<file path="config.mk">
export PLATFORM = sky130hd
export DESIGN_NAME = pair_pop_queue_flat
export DESIGN_NICKNAME = d
export VERILOG_FILES = /design/src/rtl/pair_pop_queue_if.sv /design/src/rtl/pair_pop_queue.sv /design/src/flat_wrapper.sv
export SDC_FILE = /design/constraint.sdc
export NUM_CORES = 1
export LEC_CHECK = 0
export ABC_AREA = 0
export CAP_MARGIN = 20
export CELL_PAD_IN_SITES_DETAIL_PLACEMENT = 2
export CELL_PAD_IN_SITES_GLOBAL_PLACEMENT = 2
export CORE_ASPECT_RATIO = 0.5
export CORE_MARGIN = 2
export CORE_UTILIZATION = 41
export DETAILED_ROUTE_END_ITERATION = 7
export GPL_ROUTABILITY_DRIVEN = 1
export PLACE_DENSITY_LB_ADDON = 0.3
export SLEW_MARGIN = 0
export SYNTH_ARGS = -nofsm -noshare
export SYNTH_HDL_FRONTEND = slang
export SYNTH_SLANG_ARGS = --single-unit
</file>
<file path="constraint.sdc">
create_clock -name clk -period 11.9 [get_ports clk]
set_clock_uncertainty 0.2 [all_clocks]
set_input_delay 3.57 -clock clk [delete_from_list [all_inputs] [get_ports clk]]
set_output_delay 3.57 -clock clk [all_outputs]
set_load 0.02 [all_outputs]
</file>
<file path="src/rtl/pair_pop_queue_if.sv">
// rtl/pair_pop_queue_if.sv - push/pop handshake bundle for the pair-pop token queue
interface pair_pop_queue_if #(
  parameter int W     = 8,
  parameter int DEPTH = 5,
  parameter int CW    = $clog2(DEPTH + 1)
);
  logic          flush;
  logic          push_valid;
  logic [W-1:0]  push_data;
  logic          push_ready;
  logic          pop_en;
  logic          pop_two;
  logic [2*W-1:0] top_conc;
  logic [1:0]    top_vld;
  logic [CW-1:0] count;
  logic          underflow;

  modport master (
    output flush, push_valid, push_data, pop_en, pop_two,
    input  push_ready, top_conc, top_vld, count, underflow
  );

  modport slave (
    input  flush, push_valid, push_data, pop_en, pop_two,
    output push_ready, top_conc, top_vld, count, underflow
  );
endinterface

</file>
<file path="src/rtl/pair_pop_queue.sv">
// rtl/pair_pop_queue.sv - shift-register token queue, single push, one-or-two pop per cycle
module pair_pop_queue #(
  parameter int W     = 8,
  parameter int DEPTH = 5,
  parameter int PAD   = 10,
  parameter int CW    = $clog2(DEPTH + 1)
) (
  input  logic clk,
  input  logic rst,
  pair_pop_queue_if.slave q
);
  localparam logic [W-1:0]  PAD_TOK = PAD[W-1:0];
  localparam logic [CW-1:0] FULL    = CW'(DEPTH);

  logic [W-1:0]  arr [DEPTH];
  logic [W-1:0]  ext [DEPTH+2];
  logic [W-1:0]  nxt [DEPTH];
  logic [CW-1:0] cnt;
  logic [1:0]    p_req;
  logic [1:0]    p_eff;
  logic          push_acc;

  assign q.push_ready = (cnt != FULL);
  assign q.count      = cnt;

  // Pop sizing: clip the request to what the queue actually holds.
  always_comb begin
    p_req = 2'd0;
    if (q.pop_en) p_req = q.pop_two ? 2'd2 : 2'd1;
    p_eff = (CW'(p_req) > cnt) ? cnt[1:0] : p_req;
    push_acc = q.push_valid & (cnt != FULL);
  end

  // Next storage image: shift out popped entries, zero-fill, then drop the push at the new tail.
  always_comb begin
    for (int i = 0; i < DEPTH + 2; i++) ext[i] = '0;
    for (int i = 0; i < DEPTH; i++) ext[i] = arr[i];
    for (int i = 0; i < DEPTH; i++) begin
      nxt[i] = ext[i + int'(p_eff)];
      if (push_acc && (i == int'(cnt) - int'(p_eff))) nxt[i] = q.push_data;
    end
  end

  // State update with priority reset, then flush, then normal pop/push.
  always_ff @(posedge clk) begin
    if (rst) begin
      for (int i = 0; i < DEPTH; i++) arr[i] <= '0;
      cnt         <= '0;
      q.top_conc  <= '0;
      q.top_vld   <= 2'b00;
      q.underflow <= 1'b0;
    end else if (q.flush) begin
      for (int i = 0; i < DEPTH; i++) arr[i] <= '0;
      cnt         <= '0;
      q.top_vld   <= 2'b00;
      q.underflow <= 1'b0;
    end else begin
      for (int i = 0; i < DEPTH; i++) arr[i] <= nxt[i];
      cnt         <= cnt - CW'(p_eff) + CW'(push_acc);
      q.underflow <= q.pop_en & (CW'(p_req) > cnt);
      if (q.pop_en) begin
        q.top_conc <= {(cnt >= CW'(1)) ? arr[0] : PAD_TOK,
                       (q.pop_two && cnt >= CW'(2)) ? arr[1] : PAD_TOK};
        q.top_vld  <= {cnt >= CW'(1), q.pop_two & (cnt >= CW'(2))};
      end else begin
        q.top_vld  <= 2'b00;
      end
    end
  end
endmodule

</file>
<file path="src/flat_wrapper.sv">
// flat-port wrapper written by rule: the top's interface ports become plain ports
module pair_pop_queue_flat 
#(
  parameter int W     = 8,
  parameter int DEPTH = 5,
  parameter int PAD   = 10,
  parameter int CW    = $clog2(DEPTH + 1)
)
  (clk, rst, q_flush, q_push_valid, q_push_data, q_pop_en, q_pop_two, q_push_ready, q_top_conc, q_top_vld, q_count, q_underflow);
  pair_pop_queue_if #(.W(W), .DEPTH(DEPTH), .CW(CW)) q_i ();
  input  logic clk;
  input  logic rst;
  input wire logic [$bits(q_i.flush)-1:0] q_flush;
  input wire logic [$bits(q_i.push_valid)-1:0] q_push_valid;
  input wire logic [$bits(q_i.push_data)-1:0] q_push_data;
  input wire logic [$bits(q_i.pop_en)-1:0] q_pop_en;
  input wire logic [$bits(q_i.pop_two)-1:0] q_pop_two;
  output wire logic [$bits(q_i.push_ready)-1:0] q_push_ready;
  output wire logic [$bits(q_i.top_conc)-1:0] q_top_conc;
  output wire logic [$bits(q_i.top_vld)-1:0] q_top_vld;
  output wire logic [$bits(q_i.count)-1:0] q_count;
  output wire logic [$bits(q_i.underflow)-1:0] q_underflow;
  assign q_i.flush = q_flush;
  assign q_i.push_valid = q_push_valid;
  assign q_i.push_data = q_push_data;
  assign q_i.pop_en = q_pop_en;
  assign q_i.pop_two = q_pop_two;
  assign q_push_ready = q_i.push_ready;
  assign q_top_conc = q_i.top_conc;
  assign q_top_vld = q_i.top_vld;
  assign q_count = q_i.count;
  assign q_underflow = q_i.underflow;
  pair_pop_queue #(.W(W), .DEPTH(DEPTH), .PAD(PAD), .CW(CW)) u_core (.clk(clk), .rst(rst), .q(q_i));
endmodule
</file>
==> Word level (Yosys, flattened, before mapping) <==
Memories as Yosys holds them, arrays and structs flattened.
Cells that the tools add are included.
{ "op_classes": {"n_bitwise": 20, "mux": 43, "n_addsub": 7, "n_lt_le_gt_ge": 8, "n_eq_ne": 5, "reduce_logical": 10} }
{ "ops": {"columns": ["operator", "count"], "rows": [
  ["8-bit 2-to-1 mux", 27],
  ["32-bit by 4-bit >= comparator with 1-bit output (second input constant)", 5],
  ["32-bit inverter", 4],
  ["8-bit binary-select mux with 3-bit select", 5],
  ["3-bit by 32-bit == test with 1-bit output (first input constant)", 2],
  ["2-bit by 32-bit == test with 1-bit output (first input constant)", 1],
  ["4-bit by 32-bit == test with 1-bit output (first input constant)", 1],
  ["32-bit logical NOT", 1],
  ["2-bit inverter with 32-bit output", 1],
  ["1-bit bitwise OR", 10],
  ["1-bit 2-to-1 mux", 8],
  ["2-bit by 2-bit adder with 3-bit output (first input constant)", 2],
  ["1-bit logical AND", 6],
  ["2-bit 2-to-1 mux", 3],
  ["3-bit by 2-bit adder with 4-bit output (first input constant)", 1],
  ["3-bit by 2-bit subtractor with 4-bit output", 1],
  ["1-bit by 2-bit adder with 3-bit output (first input constant)", 1],
  ["3-bit by 1-bit adder with 3-bit output", 1],
  ["1-bit bitwise AND", 3],
  ["3-bit by 1-bit >= comparator with 1-bit output (second input constant)", 1],
  ["3-bit by 2-bit >= comparator with 1-bit output (second input constant)", 1],
  ["2-bit by 3-bit > comparator with 1-bit output", 1],
  ["3-bit inequality test (second input constant)", 1],
  ["3-bit OR reduction", 1],
  ["other kinds (4)", 5]
]} }
{ "totals": {"regBits": 22, "inputBits": 14, "mem_bits_rw": 40, "memories": 1} }
{ "memory_table": {"columns": ["name", "words", "width", "rd", "rd_ports_with_merged_regs", "write_ports", "line", "rtl"], "rows": [
  ["u_core.arr", 5, 8, 5, 0, 5, "pair_pop_queue.sv:15", "logic [W-1:0] arr [DEPTH];"]
]} }

==> Logic depth before layout (Yosys ltp) <==
{ "logic_depth": {"word_depth": 11, "mapped_depth": 17} }

==> Worst setup path before layout <==
Ideal clock, no wire load.
{ "synth_path": {"kind": "input to register", "startpoint": "in q_pop_en", "endpoint": "mem u_core.arr[1][6] (netlist: u_core.arr[0][14]), data pin", "n_path_buf": 3, "setup_slack_ns": 4.283, "cell_stages": 17, "t_arrival_ns": 7.162, "path_cell_list": "buf_4 -> and2b_1 -> inv_1 -> ha_1 -> or4_4 -> a32oi_4 -> nand2_4 -> buf_2 -> ha_1 -> inv_1 -> ha_1 -> nor3b_1 -> o21bai_1 -> a2111o_1 -> buf_2 -> a32o_1 -> a31o_1"} }
{ "synth_lines": {"columns": ["item", "line", "rtl"], "rows": [
  ["start, declared", "flat_wrapper.sv:16", "input wire logic [$bits(q_i.pop_en)-1:0] q_pop_en;"],
  ["end, declared", "pair_pop_queue.sv:15", null]
]} }

==> results_dict.tcl <==
set metrics [dict create \
    status "finished, final reports clean" \
    r2r-end "u_core.arr[0][4]" \
    crit_path_start_kind "input pin" \
    die_area_sq_um 10600 \
    start_util_pct 42.2 \
    synth_edf_count 40 \
    ys_top_cells_by_area "edfxtp_1, dfxtp_1, mux4_2" \
    syn_inst 366 \
    fin_cells 569 \
    reg2reg_slack_ps 6880 \
    areaGrowthSynthToFinish_pct 21.9 \
    die_h_um 73.7 \
    path_cells "clkdlybuf4s50_1 > and2b_1 > inv_1 > ha_1 > or4_4 > a32oi_4 > nand2_4 > ha_1 > inv_1 > ha_1 > nor3b_1 > o21bai_1 > a21oi_1 > nand2_1 > a21oi_1" \
    wirelength_mm 15.1 \
    routedWlPerCell_um 26.6 \
    antenna_found_initial 0 \
    hpwl_mm 9.48 \
    cts_buffer_depth 2 \
    cts_root_buf "clkbuf_16" \
    overflow 0 \
    die_w_um 143 \
    synth_most_common_cell "edfxtp_1" \
    setup_violations 0 \
    crit_path_end_kind "flop" \
    cts_tree "built" \
    crit_path_top_delay_cell "a21oi_1" \
    finalCritPeriodShare_pct 75.0 \
    ir_worst_vdd_v 0.0000963 \
    met1Wirelength_mm 6.77 \
    relSlewSlack_pct 17.3 \
    cts_sinks 62 \
    num_io_pins 37 \
    ant_nets 0 \
    synthDominantCellAreaShare_pct 30.1 \
    drc 0 \
    grt_usage_pct 30.0 \
    via_per_inst 6.30 \
    port_buffers 36 \
    final_nets 452 \
    grt_pass1_wl_mm 22.9 \
    postCtsSetupBuffers 0 \
    dr.pass1.iters 5 \
    cts_resized 0 \
    first_global_vias 3779 \
    critical_path_required_ps 11840 \
    worst-path-stages 15 \
    core_sq_um 9450 \
    finalHoldViolations 0 \
    hp-class "flop to flop" \
    power_density_nw_per_um2 163 \
    met3_length_mm 1.16 \
    critPathKind "input pin to flop" \
    postSynthAreaPerCell_sq_um 10.9 \
    dr_wl_met2_mm 6.87 \
    cp.arrival_ps 8870 \
    ys_ff_latch 62 \
    critPathLaunch "q_pop_en" \
    layout_min_cycle_time_ps 8930 \
    timing.hold.ws_ps 303 \
    final_layout_size_suffix_gt1_share_pct 14.5 \
    clkLatencyLatePin_ps 340 \
    first_iter_violations 437 \
    clk_pin_slew_ps 60 \
    dp.cells 553 \
    routabilityCongestion 0.829 \
    yosys_most_used_dff "edfxtp_1" \
    cp-endpoint "u_core.arr[0][4]" \
    top_layer "met4" \
    p_leak_uw 0.00186 \
    n_antenna_cell 0 \
    via_count 3585 \
    yosysUniqueCellTypes 57 \
    fmax_mhz 112 \
    grt_max_degree 42 \
    synth_warnings 0 \
    max_stage_delay_ps 1010 \
    crit_top_cell "ha_1" \
    yosys.area.top_type "edfxtp_1" \
    synth_common_cells "edfxtp_1, nor2_1, a21oi_1" \
    path_delay_family "compound AO/OA/AOI/OAI gates" \
    ys_seq_area_share_pct 41.2 \
    worstRegToRegCells 12 \
    max_cap_viol_count 0 \
    r2r-start "u_core.q.count[0]" \
    slew_viol_final 0 \
    worst_pin_slew_ps 1240 \
    path_buf_inv 3 \
    cts_hold_buf 0 \
    fin_setup_tns_ps 0 \
    grt_setup_unrepaired "false" \
    num_rows 25 \
    htreeDepth 3 \
    synth_area_sq_um 3990 \
    cp_max_fo 14 \
    cts_made_buffers 9 \
    synthArstFlopShare_pct 0 \
]
==> logic make-up after synthesis <==
| group | Yosys count | share of synthesized area [%] |
|---|---|---|
| mux | 40 | 16.1 |
| simple gates | 110 | 14.3 |
| xor+xnor | 1 | 0.220 |
| fa+ha+maj | 10 | 3.26 |
| buf+inv | 44 | 5.55 |
| other cells | 1 | 0.0940 |
| compound gates | 98 | 19.3 |
| flops | 62 | 41.2 |
==> worst min-delay path by stage <==
stage,start,end,slack [ps],cells past startpoint
CTS,u_core.q.top_conc[1],u_core.q.top_conc[1],310,2
floorplan,u_core.arr[0][8],u_core.q.top_conc[0],310,2
finish,u_core.q.top_conc[1],u_core.q.top_conc[1],300,2
global route,u_core.q.top_conc[11],u_core.q.top_conc[11],350,2
global placement,u_core.q.top_conc[9],u_core.q.top_conc[9],280,2
detailed placement,u_core.q.top_conc[1],u_core.q.top_conc[1],300,2
==> cell type report <==
| cell class | count | area, sq um |
|---|---|---|
| repair buffers | 38 | 375 |
| well taps | 135 | 169 |
| flip-flops and latches | 62 | 1640 |
| inverters | 19 | 73.8 |
| clock inverters | 2 | 35.0 |
| clock buffers | 14 | 295 |
| fillers | 964 | 4580 |
| multi-input cells | 299 | 2270 |
==> stage by stage <==
stage / setup WS [ps] / instance area, sq um / power (uW) / utilization, %
CTS: 3190 / 4860 / 788 / 51.5
finish: 2970 / 4860 / 793 / 51.5
global route: 2960 / 4860 / 819 / 51.5
detailed placement: 3060 / 4530 / 487 / 48.0
floorplan: 4280 / 4140 / 426 / -
global placement: 3330 / 4530 / 474 / 48.0
==> worst register-to-register path, stage by stage (launching register included) <==
cell	delay [ps]
dfxtp_1	540
ha_1	330
or4_4	460
a32oi_4	490
nand2_4	260
ha_1	320
inv_1	70
ha_1	230
nor3b_1	210
o21bai_1	240
a21oi_1	1010
nand2_1	170
a21oi_1	300
==> power breakdown <==
| part | internal (uW) | switching (uW) | leakage, uW | total [uW] |
|---|---|---|---|---|
| logic | 91.4 | 132 | 0.00110 | 223 |
| registers | 250 | 25.5 | 0.000591 | 275 |
| clock network | 192 | 103 | 0.000164 | 295 |
| total | 533 | 260 | 0.00186 | 793 |
==> placed cells by master, fill, tap and decap left out, types with 10 or more instances in the layout <==
cell,instances
or2_2,10
inv_1,17
nand2_1,11
mux2_2,16
dfxtp_1,22
edfxtp_1,40
nor2_1,38
a22oi_1,12
a21oi_1,29
conb_1,40
nand4_1,10
clkdlybuf4s50_1,36
nand3_1,16
mux4_2,10
clkbuf_16,10
==> flip-flops by register name, indices dropped and copies added, names as in the netlist <==
signal,cells
u_core.arr,40
u_core.q.top_conc,16
u_core.q.count,3
u_core.q.top_vld,2
u_core.q.underflow,1
==> routing by layer <==
layer,vias to the layer above,global-route usage [%]
met4,0,10.8
li1,1522,-
met1,1869,40.4
met3,21,6.52
met2,173,48.4
met5,-,0
Power figures use the tool's default switching activity.
